File: config.mk
export PLATFORM = sky130hd
export DESIGN_NAME = pes_fb_sipo_rx_flat
export DESIGN_NICKNAME = d
export VERILOG_FILES = /design/src/rtl/pes_fb_sipo_rx_if.sv /design/src/rtl/pes_fb_sipo_rx.sv /design/src/flat_wrapper.sv
export SDC_FILE = /design/constraint.sdc
export NUM_CORES = 1
export LEC_CHECK = 0
export ABC_AREA = 0
export CAP_MARGIN = 20
export CORE_AREA = 5 5 42 44
export CTS_BUF_LIST = sky130_fd_sc_hd__clkbuf_4
export DETAILED_ROUTE_END_ITERATION = 7
export DIE_AREA = 0 0 47 49
export GPL_TIMING_DRIVEN = 0
export PLACE_DENSITY = 0.79
export SLEW_MARGIN = 5
export SYNTH_ARGS = -nofsm -noshare
export SYNTH_HDL_FRONTEND = slang
export SYNTH_SLANG_ARGS = --single-unit
File: constraint.sdc
create_clock -name clk -period 1.9 [get_ports clk]
set_clock_uncertainty 0.15 [all_clocks]
set_input_delay 0.475 -clock clk [delete_from_list [all_inputs] [get_ports clk]]
set_output_delay 0.475 -clock clk [all_outputs]
set_load 0.01 [all_outputs]
File: src/rtl/pes_fb_sipo_rx_if.sv
// Serial receive / word output bundle for the SIPO receiver.
// master drives the serial side and ready, slave is the receiver.
interface pes_fb_sipo_rx_if #(
  parameter int WIDTH = 4
);
  logic             ser_in;
  logic             ser_en;
  logic             sync;
  logic             data_ready;
  logic             clr_ovr;
  logic [WIDTH-1:0] data_out;
  logic             data_valid;
  logic             overrun;
  logic             frame_err;

  modport master (
    output ser_in, ser_en, sync,
    output data_ready, clr_ovr,
    input  data_out, data_valid,
    input  overrun, frame_err
  );

  modport slave (
    input  ser_in, ser_en, sync,
    input  data_ready, clr_ovr,
    output data_out, data_valid,
    output overrun, frame_err
  );
endinterface

File: src/rtl/pes_fb_sipo_rx.sv
// SIPO receiver: sync-aligned word assembly with a
// valid/ready output register, sticky overrun, framing pulse.
module pes_fb_sipo_rx #(
  parameter int WIDTH     = 4,
  parameter bit MSB_FIRST = 1'b1
) (
  input logic clk,
  input logic rst_n,
  pes_fb_sipo_rx_if.slave bus
);
  localparam int CW = $clog2(WIDTH) + 1;

  typedef enum logic {IDLE, SHIFT} state_t;

  state_t           state_q;
  logic [CW-1:0]    cnt_q;
  logic [WIDTH-1:0] sh_q;
  logic [WIDTH-1:0] sh_d;
  logic [WIDTH-1:0] first_d;
  logic [WIDTH-1:0] dout_q;
  logic             vld_q;
  logic             ovr_q;
  logic             ferr_q;
  logic             start;
  logic             take;
  logic             last;
  logic             done;
  logic             xfer;

  always_comb begin
    first_d = '0;
    sh_d    = '0;
    if (MSB_FIRST) begin
      first_d = {{(WIDTH-1){1'b0}}, bus.ser_in};
      sh_d    = {sh_q[WIDTH-2:0], bus.ser_in};
    end else begin
      first_d = {bus.ser_in, {(WIDTH-1){1'b0}}};
      sh_d    = {bus.ser_in, sh_q[WIDTH-1:1]};
    end
    start = bus.ser_en & bus.sync;
    take  = (state_q == SHIFT) & bus.ser_en
          & ~bus.sync;
    last  = (cnt_q == CW'(WIDTH - 1));
    done  = take & last;
    xfer  = vld_q & bus.data_ready;
  end

  always_ff @(posedge clk or negedge rst_n) begin
    if (!rst_n) begin
      state_q <= IDLE;
      cnt_q   <= '0;
      sh_q    <= '0;
      dout_q  <= '0;
      vld_q   <= 1'b0;
      ovr_q   <= 1'b0;
      ferr_q  <= 1'b0;
    end else begin
      // a sync while already in a word aborts it
      ferr_q <= (state_q == SHIFT) & start;

      if (start) begin
        sh_q    <= first_d;
        cnt_q   <= CW'(1);
        state_q <= SHIFT;
      end else if (take) begin
        sh_q <= sh_d;
        if (last) begin
          cnt_q   <= '0;
          state_q <= IDLE;
        end else begin
          cnt_q <= cnt_q + CW'(1);
        end
      end

      if (done && (!vld_q || bus.data_ready)) begin
        dout_q <= sh_d;
        vld_q  <= 1'b1;
      end else if (xfer) begin
        vld_q <= 1'b0;
      end

      // set wins over a simultaneous clear
      if (done && vld_q && !bus.data_ready) begin
        ovr_q <= 1'b1;
      end else if (bus.clr_ovr) begin
        ovr_q <= 1'b0;
      end
    end
  end

  assign bus.data_out   = dout_q;
  assign bus.data_valid = vld_q;
  assign bus.overrun    = ovr_q;
  assign bus.frame_err  = ferr_q;
endmodule
File: src/flat_wrapper.sv
// flat-port wrapper written by rule: the top's interface ports become plain ports
module pes_fb_sipo_rx_flat 
#(
  parameter int WIDTH     = 4,
  parameter bit MSB_FIRST = 1'b1
)
  (clk, rst_n, bus_ser_in, bus_ser_en, bus_sync, bus_data_ready, bus_clr_ovr, bus_data_out, bus_data_valid, bus_overrun, bus_frame_err);
  pes_fb_sipo_rx_if #(.WIDTH(WIDTH)) bus_i ();
  input logic clk;
  input logic rst_n;
  input wire logic [$bits(bus_i.ser_in)-1:0] bus_ser_in;
  input wire logic [$bits(bus_i.ser_en)-1:0] bus_ser_en;
  input wire logic [$bits(bus_i.sync)-1:0] bus_sync;
  input wire logic [$bits(bus_i.data_ready)-1:0] bus_data_ready;
  input wire logic [$bits(bus_i.clr_ovr)-1:0] bus_clr_ovr;
  output wire logic [$bits(bus_i.data_out)-1:0] bus_data_out;
  output wire logic [$bits(bus_i.data_valid)-1:0] bus_data_valid;
  output wire logic [$bits(bus_i.overrun)-1:0] bus_overrun;
  output wire logic [$bits(bus_i.frame_err)-1:0] bus_frame_err;
  assign bus_i.ser_in = bus_ser_in;
  assign bus_i.ser_en = bus_ser_en;
  assign bus_i.sync = bus_sync;
  assign bus_i.data_ready = bus_data_ready;
  assign bus_i.clr_ovr = bus_clr_ovr;
  assign bus_data_out = bus_i.data_out;
  assign bus_data_valid = bus_i.data_valid;
  assign bus_overrun = bus_i.overrun;
  assign bus_frame_err = bus_i.frame_err;
  pes_fb_sipo_rx #(.WIDTH(WIDTH), .MSB_FIRST(MSB_FIRST)) u_core (.clk(clk), .rst_n(rst_n), .bus(bus_i));
endmodule
# [Yosys cells after proc, flatten, opt, wreduce, memory -nomap -nowiden]
# Cells that the tools add are included.
[word_totals] romBits=0 input_bits=7 latch_bits=0 word_cells=39 mem_count=0 register_bits=14 ramBits=0 output_inout_bits=7
[classes] n_bitwise=7 n_mux=12 n_eq_ne=1 div=0 mul=0 n_shift=0 magnitude_cmp=0 n_reduce_logical=11 add_sub_neg=1
[ops] op="two-way mux 3 bit" n=5
[ops] op="nonzero test 2 bit" n=4
[ops] op="two-way mux 1 bit" n=7
[ops] op="AND 1 bit" n=6
[ops] op="adder 3 x 1 -> 3 bit, second input constant" n=1
[ops] op="equality test 3 x 2 -> 1 bit, second input constant" n=1
[ops] op="logical AND 1 bit" n=3
[ops] op="logical NOT 1 bit" n=2
[ops] op="AND reduction 2 bit" n=1
[ops] op="logical OR 1 bit" n=1
[ops] op="inverter 1 bit" n=1

# [Longest topological paths before layout]
# Gate-level depths: netlist of the first run.
[logic_depth] word_depth=6 mapped_depth=4 mapped_depth_nobuf=4

# [Worst setup path before layout of the first run]
# No wires, ideal clock.
[synth_timing] path_type="register to register" start="register u_core.cnt_q[0]" end="register u_core.dout_q[0], in the netlist u_core.bus.data_out[0]" path_buffers=0 t_arrival_ns=1.439 synth_period_minus_slack_ns=1.714 path_slack_ns=0.186 path_stages_with_launch=5 path_cell_list="dfrtp_1 > ha_1 > nand2b_1 > or4b_4 > mux2_4"
[synth_between] elab_chain_len=3
[synth_lines] element="start: declaration" line_no="pes_fb_sipo_rx.sv:16" rtl="logic [CW-1:0] cnt_q;"
[synth_lines] element="start signal: assignment" line_no="pes_fb_sipo_rx.sv:71" rtl="cnt_q <= cnt_q + CW'(1);"
[synth_lines] element="equality test 3 x 2 -> 1 bit" line_no="pes_fb_sipo_rx.sv:43" rtl="last = (cnt_q == CW'(WIDTH - 1));"
[synth_lines] element="AND 1 bit" line_no="pes_fb_sipo_rx.sv:44" rtl="done = take & last;"
[synth_lines] element="logical AND 1 bit" line_no="pes_fb_sipo_rx.sv:75" rtl="if (done && (!vld_q || bus.data_ready)) begin"
[synth_lines] element="end signal: assignment" line_no="pes_fb_sipo_rx.sv:53" rtl="dout_q <= '0;"
[synth_lines] element="end signal: assignment" line_no="pes_fb_sipo_rx.sv:76" rtl="dout_q <= sh_d;"
[synth_lines] element="end: declaration" line_no="pes_fb_sipo_rx.sv:20" rtl="logic [WIDTH-1:0] dout_q;"
# Every way passes these cells.
# A chain may end at the register's enable or synchronous reset.

# [Worst setup path after layout of the first run]
[layout_timing] start="input port bus_data_ready" end="register u_core.dout_q[0], in the netlist u_core.bus.data_out[0]"
[layout_between] elab_chain_len=2
[layout_lines] element="start: declaration" line_no="flat_wrapper.sv:14" rtl="input wire logic [$bits(bus_i.data_ready)-1:0] bus_data_ready;"
[layout_lines] element="logical OR 1 bit" line_no="pes_fb_sipo_rx.sv:75"
[layout_lines] element="logical AND 1 bit" line_no="pes_fb_sipo_rx.sv:75"
# Every way passes these cells.

==> results.sh, run 1 <==
export IMPL_slew_violations=0
export IMPL_power_share_sequential_pct=47.1
export IMPL_clkPwrFrac_pct=16.7
export IMPL_fp_coreArea_um2=1401
export IMPL_outcome="completed"
export IMPL_io_pins=14
export IMPL_clk_latency_ns=0.28
export IMPL_drive_gt1_share_pct=17.65
export IMPL_clk_pin_slew_worst_paths_ns=0.07
export IMPL_min_path_type="reg -> reg"
export IMPL_finalSetupViolCount=0
export IMPL_synth_seq_cells=14
export IMPL_place_congestion=0.7691
export IMPL_n_fill_cell=124
export IMPL_reg2reg_slack_ns=0.07
export IMPL_cts_tree="built"
export IMPL_ys_seq_area_share_pct=56.80
export IMPL_synthAdderAreaFrac_pct=2.028
export IMPL_antenna_found_initial=0
export IMPL_post_drt_wl_per_cell_um=13.39
export IMPL_fp_dieH_um=49
export IMPL_internal_power_uw=661.2
export IMPL_synth_compound_area_share_pct=12.98
export IMPL_drtPass1Iterations=2
export IMPL_final_util_pct=56.79
export IMPL_die_area_um2=2303
export IMPL_rsz0062_at_grt="no"
export IMPL_timing_critical_path_cells="clkdlybuf4s50_1 > nand2b_4 > or4b_4 > mux2_4"
export IMPL_rows=14
export IMPL_vias_per_cell=5.381
export IMPL_antenna_cells=0
export IMPL_p_sw_uw=288.5
export IMPL_initialDrtViolationCount=4
export IMPL_maxSlewHeadroom_pct=58.92
export IMPL_routed_wl_mm=1.125
export IMPL_post_route_period_util_pct=98.60
export IMPL_htreeDepth=1
export IMPL_io_buffer_count=13
export IMPL_synth_top_family_by_area="simple AND/OR/NAND/NOR gates"
export IMPL_p_total_uw=949.7
export IMPL_grt_total_usage_pct=10.83
export IMPL_p_per_area_nw_per_um2=1193
export IMPL_holdBufCountCts=0
export IMPL_switching_share_pct=30.38
export IMPL_synth_area_mux_share_pct=11.56
export IMPL_worst_endpoint_required_ns=1.91
export IMPL_cts_made_buffers=3
export IMPL_synth_xor_area_share_pct=0
export IMPL_path_max_fanout=4
export IMPL_slowest_stage="or4b_4"
export IMPL_path_buf_inv=1
export IMPL_grt_max_degree=15
export IMPL_yosysMostFrequentCell="dfrtp_1"
export IMPL_dr_total_vias=452
export IMPL_max_stage_delay_ns=0.51
export IMPL_synth_simple_area_share_pct=13.59
export IMPL_cap_viol_max_count=0
export IMPL_worstMarginPinSlew_ns=0.6143
export IMPL_synth_edf_count=0
export IMPL_yosysWarnings=0
export IMPL_drc=0
export IMPL_yosys_area_top_type_share_pct=56.80
export IMPL_grt_pass1_wl_mm=1.780
export IMPL_fmax_mhz=533.8
export IMPL_hold_ws_ns=0.3309
export IMPL_hpwl_um=868.7
export IMPL_start_kind="primary input"
export IMPL_cp_arrival_ns=1.89
export IMPL_syn_cell_area_um2=616.8
export IMPL_overflow=0
export IMPL_synth_top_area_cell="dfrtp_1"
export IMPL_clockBufferDepth=2
export IMPL_peakVddDrop_mv=0.6251
export IMPL_p_leak_uw=0.0003659
export IMPL_num_nets_final=78
export IMPL_yosys_most_used_dff="dfrtp_1"
export IMPL_area_growth_pct=29.01
export IMPL_clock_sinks=14
export IMPL_synthArstFlopShare_pct=100.0
export IMPL_synthCells=52
export IMPL_min_period_ns=1.873
export IMPL_syn_avg_cell_area_um2=11.86
export IMPL_comb_power_share_pct=36.2
export IMPL_synth_nets=60
export IMPL_synth_commonest_cells="dfrtp_1, o21ai_0, mux2_4, nand2_1"
export IMPL_start_util_pct=44.02
export IMPL_crit_type="in -> reg"
export IMPL_yosys_top_cells_area="dfrtp_1, mux2_4, o21ai_0"
export IMPL_cp_top_family="simple AND/OR/NAND/NOR gates"
export IMPL_ys_types=21
export IMPL_grt_pass1_vias=434
export IMPL_hold_viol_final=0
export IMPL_critPathCaptureType="register"
export IMPL_fp_dieW_um=47
export IMPL_postRouteAntennaNets=0
export IMPL_root_buffer="clkbuf_4"
-- cell families after synthesis --
| family | Yosys count |
|---|---|
| simple gates | 14 |
| flops | 14 |
| compound gates | 13 |
| buf+inv | 5 |
| mux | 5 |
| fa+ha+maj | 1 |
-- power groups by stage --
stage | Combinational, uW | Sequential [uW] | Clock (uW)
after floorplan | 179 | 460 | 0
after global placement | 336 | 445 | 0
after detailed placement | 347 | 453 | 0
after CTS | 349 | 448 | 165
after global routing | 369 | 457 | 185
final | 344 | 447 | 159
-- metrics by stage --
step	area (um2)	setup TNS, ns	setup WS, ns	std cells
finish	795.8	0	0.02654	84
global route	795.8	0	0.008991	84
CTS	795.8	0	0.02371	84
detailed placement	767.0	-1.987	-0.4767	81
global placement	767.0	-1.864	-0.4513	81
floorplan	616.8	0	0.1859	52
-- cell type report --
| type | count | area, um2 | area share, % |
|---|---|---|---|
| Sequential cell | 14 | 350.3 | 44.03 |
| Multi-Input combinational cell | 33 | 255.2 | 32.08 |
| Timing Repair Buffer | 13 | 128.9 | 16.20 |
| Clock buffer | 3 | 22.52 | 2.830 |
| Tap cell | 16 | 20.02 | 2.516 |
| Inverter | 3 | 11.26 | 1.415 |
| Buffer | 2 | 7.507 | 0.9434 |
-- worst paths after layout --
| check | endpoint | depth (start not counted) | from |
|---|---|---|---|
| min in group asynchronous | u_core.bus.data_out[2] | 1 | rst_n |
| worst min-delay path | u_core.cnt_q[2] | 1 | u_core.cnt_q[2] |
| worst max register to register | u_core.bus.data_out[0] | 4 | u_core.cnt_q[0] |
| worst min register to register | u_core.cnt_q[2] | 1 | u_core.cnt_q[2] |
| worst max-delay path | u_core.bus.data_out[0] | 4 | bus_data_ready |
| max in group asynchronous | u_core.bus.data_out[1] | 1 | rst_n |
-- placed cells by master, fill, tap and decap left out, types with 2 or more instances in the layout --
master | Yosys | routed
clkdlybuf4s50_1 | 0 | 12
a31oi_1 | 3 | 3
clkbuf_1 | 2 | 2
inv_1 | 3 | 3
o2bb2ai_1 | 2 | 2
o21ai_0 | 5 | 5
nand2_1 | 4 | 4
clkbuf_4 | 0 | 3
nor2b_1 | 2 | 2
mux2_4 | 4 | 4
dfrtp_1 | 14 | 14
-- sequential cells by signal, summed over array words and instances, names as in the netlist --
| name | count |
|---|---|
| u_core.cnt_q | 3 |
| u_core.sh_q | 3 |
| u_core.bus.data_out | 4 |
| u_core.bus.overrun | 1 |
| u_core.state_q | 1 |
| u_core.bus.data_valid | 1 |
| u_core.bus.frame_err | 1 |
-- worst register-to-register path: stages, from the launching register on --
cell,delay (ns)
dfrtp_1,0.38
ha_1,0.18
nand2b_1,0.13
or4b_4,0.56
mux2_4,0.32
-- layer usage --
| layer | up-vias | part of all wire, % | GRT usage (%) | routed length [um] |
|---|---|---|---|---|
| met5 | - | 0 | 0 | 0 |
| met4 | 0 | 3.6 | 8.295 | 40 |
| met3 | 5 | 5.8 | 2.214 | 65 |
| met2 | 10 | 50 | 16.29 | 558 |
| met1 | 220 | 41 | 12.76 | 461 |
| li1 | 217 | - | - | - |
-- repair_timing --
item / CTS / global route
setup buffers: 0 / 0
endpoints found under the setup margin: 4 / 0
resized for setup: 2 / 0
Note: power is estimated with default switching activity, not from simulation.
==> inputs of run 2 (changes only) <==
==> constraint.sdc (replaced) <==
create_clock -name clk -period 2.3 [get_ports clk]
set_clock_uncertainty 0.15 [all_clocks]
set_input_delay 0.575 -clock clk [delete_from_list [all_inputs] [get_ports clk]]
set_output_delay 0.575 -clock clk [all_outputs]
set_load 0.01 [all_outputs]
==> run 2 against run 1 <==
First-iteration DRC count did not move. Worst setup slack improved by 0.076 ns. Largest power group unchanged. Global-route usage fell by 0.21 points. Sequential cell count did not move. Cell area fell by 0.79%. Non-clock buffer count did not move.
==> results.sh, run 2 (synthesis results as in run 1) <==
export IMPL_finalSetupTns_ns=0
export IMPL_drtPass1Iterations=3
export IMPL_fp_dieW_um=47
export IMPL_clockBufferDepth=2
export IMPL_max_stage_delay_ns=0.63
export IMPL_clk_pin_slew_worst_paths_ns=0.07
export IMPL_holdBufCountCts=0
export IMPL_hold_ws_ns=0.3310
export IMPL_slowest_stage="clkdlybuf4s50_1"
export IMPL_maxSlewHeadroom_pct=58.81
export IMPL_rows=14
export IMPL_p_leak_uw=0.0003590
export IMPL_cp_top_family="simple AND/OR/NAND/NOR gates"
export IMPL_place_congestion=0.7691
export IMPL_ctsResizeCount=0
export IMPL_largest_reg_flops=4
export IMPL_drive_gt1_share_pct=16.18
export IMPL_root_buffer="clkbuf_4"
export IMPL_timing_critical_path_cells="clkdlybuf4s50_1 > nand2_2 > or4b_4 > mux2_4"
export IMPL_p_per_area_nw_per_um2=989.2
export IMPL_setup_ws_ns=0.1030
export IMPL_path_max_fanout=8
export IMPL_dr_total_vias=445
export IMPL_critPathCaptureType="register"
export IMPL_post_route_period_util_pct=95.52
export IMPL_hpwl_um=868.7
export IMPL_grt_pass1_vias=419
export IMPL_start_util_pct=44.02
export IMPL_rsz0062_at_grt="no"
export IMPL_postCtsSetupBuffers=0
export IMPL_slew_violations=0
export IMPL_die_area_um2=2303
export IMPL_antenna_cells=0
export IMPL_num_nets_final=78
export IMPL_grt_pass1_wl_mm=1.738
export IMPL_finalSetupViolCount=0
export IMPL_vias_per_cell=5.298
export IMPL_fp_coreArea_um2=1401
export IMPL_path_buf_inv=1
export IMPL_routed_wl_mm=1.110
export IMPL_postRouteAntennaNets=0
export IMPL_worst_endpoint_required_ns=2.31
export IMPL_clk_latency_ns=0.27
export IMPL_grt_total_usage_pct=10.61
export IMPL_cts_made_buffers=3
export IMPL_clock_sinks=14
export IMPL_drc=0
export IMPL_hold_viol_final=0
export IMPL_final_cell_mix="dfrtp_1, clkdlybuf4s50_1, o21ai_0, mux2_4, nand2_1"
export IMPL_io_buffer_count=13
export IMPL_min_period_ns=2.197
export IMPL_area_growth_pct=27.99
export IMPL_grt_max_degree=15
export IMPL_initialDrtViolationCount=4
export IMPL_cts_tree="built"
export IMPL_io_pins=14
export IMPL_place_ws_ns=-0.1767
export IMPL_min_path_type="reg -> reg"
export IMPL_start_kind="primary input"
export IMPL_outcome="completed"
export IMPL_fmax_mhz=455.2
export IMPL_fp_dieH_um=49
export IMPL_htreeDepth=1
export IMPL_post_drt_wl_per_cell_um=13.21
export IMPL_peakVddDrop_mv=0.5169
export IMPL_final_common_cell="dfrtp_1"
export IMPL_n_fill_cell=128
export IMPL_cap_viol_max_count=0
export IMPL_worstMarginPinSlew_ns=0.6159
export IMPL_antenna_found_initial=0
export IMPL_crit_type="in -> reg"
export IMPL_overflow=0
export IMPL_cp_arrival_ns=2.21
## run 2: changes by cell type in the layout (fill, tap and decap cells not counted)
cell / previous run / this run
clkdlybuf4s50_1: 12 / 13
dlygate4sd2_1: 1 / 0
nand2b_1: 1 / 2
nand2b_4: 1 / 0
## run 2: routing by layer
metal,track usage (%),part of all wire [%]
met5,0,0
met1,12.76,42
met2,15.61,50
met3,2.214,5.9
met4,8.295,2.4
## run 2: layout make-up
| cell class | instances | area, um2 | area share, % |
|---|---|---|---|
| buffer | 2 | 7.507 | 0.9509 |
| clock buffer | 3 | 22.52 | 2.853 |
| inverter | 3 | 11.26 | 1.426 |
| multi-input combinational | 33 | 247.7 | 31.38 |
| sequential | 14 | 350.3 | 44.37 |
| tap | 16 | 20.02 | 2.536 |
| timing repair buffer | 13 | 130.1 | 16.48 |
## run 2: final timing paths
| check | startpoint | end | slack [ns] | cells after the start |
|---|---|---|---|---|
| worst max-delay path | bus_ser_en | u_core.bus.data_out[0] | 0.10 | 4 |
| worst min-delay path | u_core.cnt_q[2] | u_core.cnt_q[2] | 0.33 | 1 |
| worst max register to register | u_core.cnt_q[0] | u_core.bus.data_out[0] | 0.46 | 4 |
| worst min register to register | u_core.cnt_q[2] | u_core.cnt_q[2] | 0.33 | 1 |
| max in group asynchronous | rst_n | u_core.bus.data_out[1] | 1.07 | 1 |
| min in group asynchronous | rst_n | u_core.bus.data_out[2] | 0.53 | 1 |
## run 2: where the power goes
part           internal (uW)  switching (uW)
registers                319            49.3
logic                    166             117
clock network           60.7            69.0
total                    545             236
## run 2: metrics by stage
step / cell area [um2] / std cells / power, uW / util, %
2_1_floorplan: 616.8 / 52 / 528.3 / -
3_3_place_gp: 767.0 / 81 / 644.5 / 54.73
3_5_place_dp: 767.0 / 81 / 661.0 / 54.73
5_1_grt: 789.5 / 84 / 832.3 / 56.34
6_report: 789.5 / 84 / 781.0 / 56.34
4_1_cts: 789.5 / 84 / 792.7 / 56.34
==> variant (settings of run 1) <==
Make the reset (`rst_n`) synchronous in one clocked block.
--- a/src/rtl/pes_fb_sipo_rx.sv
+++ b/src/rtl/pes_fb_sipo_rx.sv
@@ -46,5 +46,5 @@
   end
 
-  always_ff @(posedge clk or negedge rst_n) begin
+  always_ff @(posedge clk) begin
     if (!rst_n) begin
       state_q <= IDLE;
Behaviour: differs if rst_n is asserted again (counterexample within 4 cycles, from zero or initial values and one cycle with rst_n low); with rst_n held inactive, the same outputs for 10 cycles.
==> variant against run 1 <==
- design area decreased by 3.5%
- sequential cell count unchanged
- wire length increased by 6.0%
- worst setup slack improved by 100 ps
- area after synthesis decreased by 1.8%
- via count increased by 6.4%
- critical path depth unchanged
- utilization decreased by 2.0 points
- critical endpoint is now u_core.bus.data_out[3]
Power is not compared: it rests on default switching activity, and its combinational part moved more than twofold at a synthesized area within 25%.
==> variant: results (changes against run 1) <==
hold path cells=2 (+1); Placed Area=746 um^2 (-2.8%); Post-CTS Resized=0 (-2); drt pass-1 iters=4 (+2); worst reg2reg setup slack=430 ps (+360 ps); status=completed; placed cells=91 (+12%); Hold EP=u_core.bus.data_out[0]; DRT met1 WL=487 um (+5.6%); ys async rst share=0% (-100 points); final cell count without fillers=94 (+12%); WP data arrival=1820 ps (-70 ps); dpl ws=-155 ps (+322 ps); Syn Nets=71 (+18%); first-pass GRT wire length=1990 um (+12%); Critical path origin=bus_ser_en; GRT Overall Usage=12.2% (+1.3 points); fmax=565 MHz (+5.8%); GRT met3 Usage=4.80% (+2.6 points); Worst Hold Slack=311 ps (-19.6 ps); Worst-Margin Slew=380 ps (-235 ps); leading cell types by total area after synthesis=dfxtp_1, mux2i_1, nand2_1, nor2b_1, a22oi_1; Post-Synthesis Cells=63 (+21%); post-synthesis sequential area ratio=46.3% (-11 points); Global Route met2 Usage=19.0% (+2.7 points); FF-to-FF Start=u_core.cnt_q[0]; crit-path max cell delay=640 ps (+130 ps); top post-synthesis cells by count=dfxtp_1, nand2_1, nor2b_1; Seq group=0.000305 W; count leader, synth=dfxtp_1; post-synth top area share=46.3% (-11 points); Cell variety after synth=24 (+14%); Vias=481 (+6.4%); fill count=140 (+13%); nets=88 (+13%); hold_sp=u_core.bus.data_out[0]; WL met3=79 um (+22%); metal2 WL=608 um (+9.0%); slowest library cell on the worst path=clkdlybuf4s50_1; ratio of cells with drive above 1 in the final layout=7.69% (-10 points); Reg2Reg Capture Point=u_core.bus.data_out[3]; GPL Wtd Cong=0.729 (-5.3%); r2r worst-path depth=4 (unchanged); GR Layer Usage met1=13.4% (+0.61 points); largest net degree at the start of global routing=11 (-4); Port Buffers=12 (-1); family with the most delay on the worst path=buffers and inverters; DRT iter0 DRCs=11 (+7)
-- variant: final cells by class --
cell class | instances | area, um^2 | area share, %
multi-input combinational | 45 | 309 | 40.2
sequential | 14 | 280 | 36.5
timing repair buffer | 12 | 120 | 15.6
clock buffer | 3 | 22.5 | 2.93
tap | 16 | 20.0 | 2.61
buffer | 2 | 8.76 | 1.14
inverter | 2 | 7.51 | 0.977
-- variant: worst max path at each step --
stage                                  end  slack [ps]  depth (start not counted)
floorplan           u_core.bus.data_out[0]         570                          3
global placement    u_core.bus.data_out[1]        -120                          4
detailed placement  u_core.bus.data_out[3]        -150                          4
CTS                        bus_data_out[0]         120                          1
global route        u_core.bus.data_out[3]          60                          4
finish              u_core.bus.data_out[3]         130                          4
-- variant: kinds of logic after synthesis --
family / after synthesis / synth area share, %
buf+inv: 4 / 2.69
compound gates: 12 / 13.4
flops: 14 / 46.3
simple gates: 27 / 27.3
fa+ha+maj: 1 / 2.07
mux: 5 / 8.26
